==> config.mk <==
export PLATFORM = sky130hd
export DESIGN_NAME = micro_sequencer
export DESIGN_NICKNAME = d
export VERILOG_FILES = /design/src/rtl/micro_seq_pkg.sv /design/src/rtl/micro_return_stack.sv /design/src/rtl/micro_sequencer.sv
export SDC_FILE = /design/constraint.sdc
export NUM_CORES = 2
export LEC_CHECK = 0
export ABC_CLOCK_PERIOD_IN_PS = 4600
export CORE_MARGIN = 4
export CORE_UTILIZATION = 46
export CTS_CLUSTER_DIAMETER = 100
export CTS_CLUSTER_SIZE = 24
export DETAILED_ROUTE_END_ITERATION = 7
export PLACE_DENSITY = 0.67
export SLEW_MARGIN = 20
export SYNTH_ARGS = -nofsm -noshare
export SYNTH_HDL_FRONTEND = slang
export SYNTH_SLANG_ARGS = --single-unit
==> constraint.sdc <==
create_clock -name PLClock -period 4.6 [get_ports PLClock]
set_input_delay 0.92 -clock PLClock [delete_from_list [all_inputs] [get_ports PLClock]]
set_output_delay 0.92 -clock PLClock [all_outputs]
set_load 0.1 [all_outputs]
==> src/rtl/micro_seq_pkg.sv <==
// -----------------------------------------------------------------------------
// micro_seq_pkg
// Shared definitions for the microprogram sequencer:
//   - ty_e    : sequencing type held in every microword
//   - state_e : sequencer FSM states
//   - helper functions giving the bit layout of a stored microword
//     {CW, TY[2:0], CSEL, POL, NA}, NA in the least significant bits.
// No ports (package).
// -----------------------------------------------------------------------------
package micro_seq_pkg;

    localparam int TY_WIDTH = 3;

    typedef enum logic [TY_WIDTH-1:0] {
        TY_NEXT        = 3'd0,
        TY_JUMP        = 3'd1,
        TY_BRANCH      = 3'd2,
        TY_DISPATCH_IB = 3'd3,
        TY_DISPATCH_SB = 3'd4,
        TY_CALL        = 3'd5,
        TY_RETURN      = 3'd6,
        TY_HALT        = 3'd7
    } ty_e;

    typedef enum logic [1:0] {
        ST_FETCH     = 2'd0,
        ST_RUN       = 2'd1,
        ST_WAIT_INST = 2'd2,
        ST_FAULT     = 2'd3
    } state_e;

    // A single flag still needs a one-bit select field.
    function automatic int csel_width(input int flag_count);
        return (flag_count > 1) ? $clog2(flag_count) : 1;
    endfunction

    function automatic int mw_width(input int cw_w, input int addr_w, input int csel_w);
        return cw_w + TY_WIDTH + csel_w + 1 + addr_w;
    endfunction

    function automatic int pol_bit(input int addr_w);
        return addr_w;
    endfunction

    function automatic int csel_lsb(input int addr_w);
        return addr_w + 1;
    endfunction

    function automatic int ty_lsb(input int addr_w, input int csel_w);
        return addr_w + 1 + csel_w;
    endfunction

    function automatic int cw_lsb(input int addr_w, input int csel_w);
        return addr_w + 1 + csel_w + TY_WIDTH;
    endfunction

endpackage

==> src/rtl/micro_return_stack.sv <==
// -----------------------------------------------------------------------------
// micro_return_stack
// LIFO of micro return addresses used by CALL/RETURN.
// Ports:
//   clk_i, rst_ni  : clock, asynchronous active-low reset (clears level only)
//   push_i         : store push_data_i on top (ignored when full)
//   pop_i          : discard the top entry (ignored when empty)
//   push_data_i    : return address to push
//   top_data_o     : current top entry (valid when !empty_o)
//   full_o/empty_o : occupancy flags
//   level_o        : number of entries held
// -----------------------------------------------------------------------------
module micro_return_stack #(
    parameter  int DEPTH  = 4,
    parameter  int AW     = 6,
    localparam int LVL_W  = $clog2(DEPTH + 1),
    localparam int IDX_W  = (DEPTH > 1) ? $clog2(DEPTH) : 1
) (
    input  logic             clk_i,
    input  logic             rst_ni,
    input  logic             push_i,
    input  logic             pop_i,
    input  logic [AW-1:0]    push_data_i,
    output logic [AW-1:0]    top_data_o,
    output logic             full_o,
    output logic             empty_o,
    output logic [LVL_W-1:0] level_o
);

    logic [LVL_W-1:0]          level_q, level_d;
    logic [DEPTH-1:0][AW-1:0]  entries_w;
    logic [IDX_W-1:0]          top_idx;

    assign full_o  = (level_q == LVL_W'(DEPTH));
    assign empty_o = (level_q == '0);
    assign level_o = level_q;

    // The sequencer never pushes and pops in the same cycle; push wins if it did.
    always_comb begin
        level_d = level_q;
        if (push_i && !full_o) begin
            level_d = level_q + 1'b1;
        end else if (pop_i && !empty_o) begin
            level_d = level_q - 1'b1;
        end
    end

    always_ff @(posedge clk_i or negedge rst_ni) begin
        if (!rst_ni) begin
            level_q <= '0;
        end else begin
            level_q <= level_d;
        end
    end

    // Entry storage needs no reset: only entries below level_q are ever read.
    for (genvar gi = 0; gi < DEPTH; gi++) begin : g_entry
        logic [AW-1:0] entry_q;

        always_ff @(posedge clk_i) begin
            if (push_i && !full_o && (level_q == LVL_W'(gi))) begin
                entry_q <= push_data_i;
            end
        end

        assign entries_w[gi] = entry_q;
    end

    assign top_idx    = IDX_W'(level_q - 1'b1);
    assign top_data_o = entries_w[top_idx];

endmodule

==> src/rtl/micro_sequencer.sv <==
// -----------------------------------------------------------------------------
// micro_sequencer
// Microprogram sequencer with a writable control store. Each stored word
// carries a control word for the execution unit plus sequencing fields
// {TY, CSEL, POL, NA} that select the next micro-address.
// Ports:
//   PLClock, PLResetN          : clock, asynchronous active-low reset
//   LoadEn/LoadAddr/LoadData   : control-store write port (usable any time)
//   InstValid/InstAccept       : decoder handshake for dispatch words
//   IbAddress/SbAddress        : dispatch targets from the decoder
//   ConditionFlag              : EU flags tested by BRANCH
//   EuStall                    : EU cannot take the presented word
//   ControlWord/ControlValid   : word to execute (zero when not valid)
//   MicroPc                    : address of the presented word
//   StackLevel/Fault           : return-stack depth, sticky stack fault
// -----------------------------------------------------------------------------
module micro_sequencer
    import micro_seq_pkg::*;
#(
    parameter  int CW_WIDTH    = 26,
    parameter  int ADDR_WIDTH  = 6,
    parameter  int FLAG_COUNT  = 4,
    parameter  int STACK_DEPTH = 4,
    parameter  int RESET_ADDR  = 0,
    localparam int CSEL_W      = csel_width(FLAG_COUNT),
    localparam int MW_WIDTH    = mw_width(CW_WIDTH, ADDR_WIDTH, CSEL_W),
    localparam int LVL_W       = $clog2(STACK_DEPTH + 1)
) (
    input  logic                  PLClock,
    input  logic                  PLResetN,
    input  logic                  LoadEn,
    input  logic [ADDR_WIDTH-1:0] LoadAddr,
    input  logic [MW_WIDTH-1:0]   LoadData,
    input  logic                  InstValid,
    output logic                  InstAccept,
    input  logic [ADDR_WIDTH-1:0] IbAddress,
    input  logic [ADDR_WIDTH-1:0] SbAddress,
    input  logic [FLAG_COUNT-1:0] ConditionFlag,
    input  logic                  EuStall,
    output logic [CW_WIDTH-1:0]   ControlWord,
    output logic                  ControlValid,
    output logic [ADDR_WIDTH-1:0] MicroPc,
    output logic [LVL_W-1:0]      StackLevel,
    output logic                  Fault
);

    localparam int STORE_DEPTH = 2 ** ADDR_WIDTH;
    localparam int POL_BIT     = pol_bit(ADDR_WIDTH);
    localparam int CSEL_LSB    = csel_lsb(ADDR_WIDTH);
    localparam int TY_LSB      = ty_lsb(ADDR_WIDTH, CSEL_W);
    localparam int CW_LSB      = cw_lsb(ADDR_WIDTH, CSEL_W);
    localparam logic [ADDR_WIDTH-1:0] RESET_PC = ADDR_WIDTH'(RESET_ADDR);

    state_e                state_q, state_d;
    logic [ADDR_WIDTH-1:0] mpc_q, mpc_d;
    logic                  halt_q, halt_d;

    logic [MW_WIDTH-1:0]   store_mem [STORE_DEPTH];
    logic [MW_WIDTH-1:0]   word_q;
    logic                  rd_en;
    logic [ADDR_WIDTH-1:0] rd_addr;

    // Decoded fields of the presented word
    ty_e                   word_ty;
    logic [CSEL_W-1:0]     word_csel;
    logic                  word_pol;
    logic [ADDR_WIDTH-1:0] word_na;
    logic [ADDR_WIDTH-1:0] mpc_plus1;
    logic [ADDR_WIDTH-1:0] dispatch_addr;
    logic                  branch_taken;
    logic                  inst_accept;

    logic                  stk_push, stk_pop, stk_full, stk_empty;
    logic [ADDR_WIDTH-1:0] stk_top;
    logic [LVL_W-1:0]      stk_level;

    assign word_ty       = ty_e'(word_q[TY_LSB +: TY_WIDTH]);
    assign word_csel     = word_q[CSEL_LSB +: CSEL_W];
    assign word_pol      = word_q[POL_BIT];
    assign word_na       = word_q[ADDR_WIDTH-1:0];
    assign mpc_plus1     = mpc_q + 1'b1;
    assign dispatch_addr = (word_ty == TY_DISPATCH_SB) ? SbAddress : IbAddress;
    assign branch_taken  = ConditionFlag[word_csel] ^ word_pol;

    micro_return_stack #(
        .DEPTH (STACK_DEPTH),
        .AW    (ADDR_WIDTH)
    ) u_return_stack (
        .clk_i       (PLClock),
        .rst_ni      (PLResetN),
        .push_i      (stk_push),
        .pop_i       (stk_pop),
        .push_data_i (mpc_plus1),
        .top_data_o  (stk_top),
        .full_o      (stk_full),
        .empty_o     (stk_empty),
        .level_o     (stk_level)
    );

    // Next-state / next-address. Whenever rd_en is set, rd_addr becomes the
    // new MicroPc and its word is read into word_q at the same edge, so
    // straight-line sequencing runs at one word per cycle.
    always_comb begin
        state_d     = state_q;
        mpc_d       = mpc_q;
        halt_d      = halt_q;
        rd_en       = 1'b0;
        rd_addr     = mpc_q;
        stk_push    = 1'b0;
        stk_pop     = 1'b0;
        inst_accept = 1'b0;

        case (state_q)
            ST_FETCH: begin
                rd_en   = 1'b1;
                rd_addr = RESET_PC;
                state_d = ST_RUN;
            end

            ST_RUN: begin
                if (!halt_q && !EuStall) begin
                    rd_en = 1'b1;
                    case (word_ty)
                        TY_NEXT:   rd_addr = mpc_plus1;
                        TY_JUMP:   rd_addr = word_na;
                        TY_BRANCH: rd_addr = branch_taken ? word_na : mpc_plus1;
                        TY_DISPATCH_IB, TY_DISPATCH_SB: begin
                            if (InstValid) begin
                                inst_accept = 1'b1;
                                rd_addr     = dispatch_addr;
                            end else begin
                                rd_en   = 1'b0;
                                state_d = ST_WAIT_INST;
                            end
                        end
                        TY_CALL: begin
                            if (stk_full) begin
                                rd_en   = 1'b0;
                                state_d = ST_FAULT;
                            end else begin
                                stk_push = 1'b1;
                                rd_addr  = word_na;
                            end
                        end
                        TY_RETURN: begin
                            if (stk_empty) begin
                                rd_en   = 1'b0;
                                state_d = ST_FAULT;
                            end else begin
                                stk_pop = 1'b1;
                                rd_addr = stk_top;
                            end
                        end
                        default: begin
                            // HALT: keep the word and MicroPc, stop presenting
                            rd_en  = 1'b0;
                            halt_d = 1'b1;
                        end
                    endcase
                end
            end

            ST_WAIT_INST: begin
                // word_q still holds the dispatch word, so its TY picks IB/SB
                if (InstValid) begin
                    inst_accept = 1'b1;
                    rd_en       = 1'b1;
                    rd_addr     = dispatch_addr;
                    state_d     = ST_RUN;
                end
            end

            ST_FAULT: begin
                state_d = ST_FAULT;
            end

            default: begin
                state_d = ST_FETCH;
            end
        endcase

        if (rd_en) begin
            mpc_d = rd_addr;
        end
    end

    always_ff @(posedge PLClock or negedge PLResetN) begin
        if (!PLResetN) begin
            state_q <= ST_FETCH;
            mpc_q   <= RESET_PC;
            halt_q  <= 1'b0;
        end else begin
            state_q <= state_d;
            mpc_q   <= mpc_d;
            halt_q  <= halt_d;
        end
    end

    // Control store with a registered read port. Write and read share one
    // process, so a read of the address being written returns the old word.
    always_ff @(posedge PLClock) begin
        if (LoadEn) begin
            store_mem[LoadAddr] <= LoadData;
        end
        if (rd_en) begin
            word_q <= store_mem[rd_addr];
        end
    end

    assign ControlValid = (state_q == ST_RUN) && !halt_q;
    assign ControlWord  = ControlValid ? word_q[CW_LSB +: CW_WIDTH] : '0;
    assign MicroPc      = mpc_q;
    assign StackLevel   = stk_level;
    assign Fault        = (state_q == ST_FAULT);
    assign InstAccept   = inst_accept;

endmodule

==> impl_metrics.yaml <==
sta:
  setup-violations-final: 1
  slew_violations: 0
  worstMarginPinSlew_ns: 1.016
  finalCritPeriodShare: 1.012
  relSlewSlack: 0.3208
  fmax_mhz: 214.7
  rsz0062_at_grt: "yes"
  clock_skew_ns: 0.03203
  setup_tns_ns: -0.05684
  period_needed_ns: 4.657
  finalHoldViolCount: 0
  fin_ws_ns: -0.05684
grt:
  grt_pass1_vias: 55990
  grt_overflow_total: 0
  grt_usage: 0.2577
  grt_pass1_wl_um: 411500
  grt_max_degree: 65
  antenna_found_initial: 15
yosys:
  yosysWarnings: 0
  ys_seq_area_frac: 0.7649
  synthCells: 5861
  postSynth.asyncResetShare: 0.004789
  synthFlopType: "edfxtp_1"
  synth_edf_count: 2494
  syn_nets: 5937
  netlist_top_cells_area: "edfxtp_1, mux4_2, nand2_1"
  avgSynthCellArea_um2: 16.77
  synth-seq-cells: 2506
  ys_types: 84
  synthesis.area_um2: 98300
  yosysTopAreaCell: "edfxtp_1"
  yosys.area.top_type_share: 0.7619
clock_network:
  ctsHoldBuffers: 0
  numCtsBuffers: 116
  htreeDepth: 3
  clkTransAtPathRegs_ns: 0.09
  clock_latency_ns: 0.82
  root_buffer: "clkbuf_16"
  max-clock-path-buffers: 3
  clock_sinks: 2506
  cts_tree: "done"
die:
  die_h_um: 470.3
  start_util: 0.4630
  die_w_um: 470.3
  design.core.area_um2: 212300
  num_io_pins: 103
  rows: 169
  dieArea_um2: 221100
cells_and_area:
  layout_commonest_cell: "edfxtp_1"
  layout_common_cells: "edfxtp_1, nand2_1, buf_4"
  drive_above_1_share: 0.2100
  layout.nets: 6538
  area_growth_pct: 14.36
worst_setup_path:
  endpoint_kind: "flip-flop"
  cp.arrival_ns: 5.28
  start_kind: "input port"
  path_class: "in -> reg"
  critPathRequiredTime_ns: 5.23
  crit_path_max_fanout: 10
power:
  pwr-share-clk: 0.159
  power_w: 0.07248
  p_seq_frac: 0.359
  p_comb_frac: 0.482
  vdd_drop_max_uv: 613.3
  swShare: 0.3849
  p_per_area_nw_per_um2: 644.7
  power_switching_w: 0.02789
  intPower_w: 0.04458
  cellLeakagePower_nw: 36.93
drt:
  vias: 58100
  wl_um: 291800
  firstDrtPassIters: 8
  post_drt_wl_per_cell_um: 31.34
  drc: 0
  ant_nets: 0
  vias_per_cell: 6.240
  drt_iter0_markers: 8927
run:
  maxCapViolations: 0
status:
  violations: "negative setup slack"
  outcome: "finished, violations left"
placement:
  dp_hpwl_um: 181500
  finalWeightedCongestion: 0.9303
  dp_slack_ns: -1.070
  io_buffers: 102
worst_hold_path:
  min_path_type: "in -> reg"
## worst max-delay path, cell delays in order
cell,delay (ns)
clkdlybuf4s50_1,0.43
buf_4,0.17
mux4_2,0.63
xnor2_4,0.33
buf_4,0.17
mux2i_1,0.22
o211ai_1,0.15
buf_4,0.20
o21ai_4,0.29
buf_12,0.22
nor2_1,0.09
nand2_1,0.22
buf_4,0.25
o22a_1,0.16
nand4_1,0.45
a31oi_1,0.35
## cells by family (layout without fill, tap and decap cells)
family,count (synthesis),in the layout,synth area share
DFF,2506,2506,0.7650
and+or+nand+nor,1740,1740,0.07541
AOI/OAI and AO/OA,742,742,0.05349
muxes,482,482,0.08517
buffers and inverters,373,997,0.01877
adders and majority gates,11,11,0.001400
xor gates and xnor gates,7,7,0.0008147
other,0,5,0
## worst paths after layout
| kind | startpoint | end | slack (ns) | cells past startpoint |
|---|---|---|---|---|
| max in group asynchronous | PLResetN | u_return_stack.level_o[0]$_DFFE_PN0P_ | 3.57 | 1 |
| worst max register to register | word_q[10]$_DFFE_PP_ | word_q[24]$_DFFE_PP_ | -0.01 | 15 |
| worst min-delay path | LoadData[35] | store_mem[52][35]$_DFFE_PP_ | 0.45 | 1 |
| worst max-delay path | ConditionFlag[3] | word_q[24]$_DFFE_PP_ | -0.06 | 16 |
| worst min register to register | u_return_stack.level_o[1]$_DFFE_PN0P_ | u_return_stack.level_o[1]$_DFFE_PN0P_ | 0.57 | 2 |
| min in group asynchronous | PLResetN | MicroPc[5]$_DFFE_PN0P_ | 0.53 | 1 |
## power groups by stage
stage / sequential, W / combinational [W] / clock [W]
6_report: 0.0260 / 0.0349 / 0.0115
5_1_grt: 0.0260 / 0.0366 / 0.0124
4_1_cts: 0.0260 / 0.0342 / 0.0116
3_5_place_dp: 0.0265 / 0.0339 / 0
3_3_place_gp: 0.0265 / 0.0336 / 0
2_1_floorplan: 0.0266 / 0.0171 / 0
## final cells by class
class	count	area (µm²)
Fill cell	16680	99890
Sequential cell	2506	75200
Multi-Input combinational cell	2982	22040
Timing Repair Buffer	839	8431
Tap cell	2821	3530
Clock buffer	131	3002
Clock inverter	10	136.4
Inverter	17	63.81
Antenna cell	5	12.51
## repair_timing
action | CTS | global route
hold endpoints to repair | 0 | 0
pin swaps | 4 | 8
resized for setup | 10 | 36
endpoints found under the setup margin | 23 | 29
gates cloned | 0 | 3
buffers inserted | 4 | 9
## cells in the mapped netlist, types with 5 or more instances
cell type / number
o22a_1: 5
nand2_1: 1093
buf_1: 34
a211oi_1: 11
a22oi_1: 24
dfrtp_1: 12
o2bb2ai_1: 6
a31oi_1: 53
o211ai_1: 18
a211o_1: 8
a2111o_1: 7
and2_1: 37
nor2_1: 127
buf_2: 72
buf_4: 25
edfxtp_1: 2494
mux4_2: 280
mux2i_1: 191
a2111oi_0: 20
a221oi_1: 37
o32ai_1: 5
mux2_2: 9
a32oi_1: 132
clkbuf_1: 193
a32o_1: 7
and3_1: 61
a22o_1: 5
a21oi_1: 172
o22ai_1: 36
o21a_1: 7
o221ai_1: 6
o21ai_0: 106
nor2b_1: 8
or3_1: 9
nor3_1: 32
inv_1: 17
o211a_1: 21
nand3_1: 336
a31o_2: 12
o311ai_0: 9
ha_1: 11
nand2b_1: 7
buf_6: 29
## layer usage
layer	vias up	GRT usage	wire length (µm)
li1	24080	-	-
met1	29810	0.3553	109300
met2	3652	0.3983	133300
met3	548	0.05763	34320
met4	14	0.1094	14800
met5	-	0	86
## sequential cells by signal, summed over array words and instances (netlist names)
register	cells
MicroPc	6
u_return_stack.level_o	3
word_q	38
u_return_stack.g_entry.entry_q	24
state_q	2
halt_q	1
store_mem	2432
## through the flow
step                      utilization  area, µm²  hold slack (ns)  cells
final                          0.5295     112400           0.4543   9311
after global routing           0.5294     112400           0.4383   9306
after CTS                      0.5279     112100           0.3989   9294
after detailed placement       0.5127     108800           0.5495   9149
after global placement         0.5125     108800           0.5384   9147
after floorplan                     -      98300           0.5231   5861
Power figures use the tool's default switching activity.
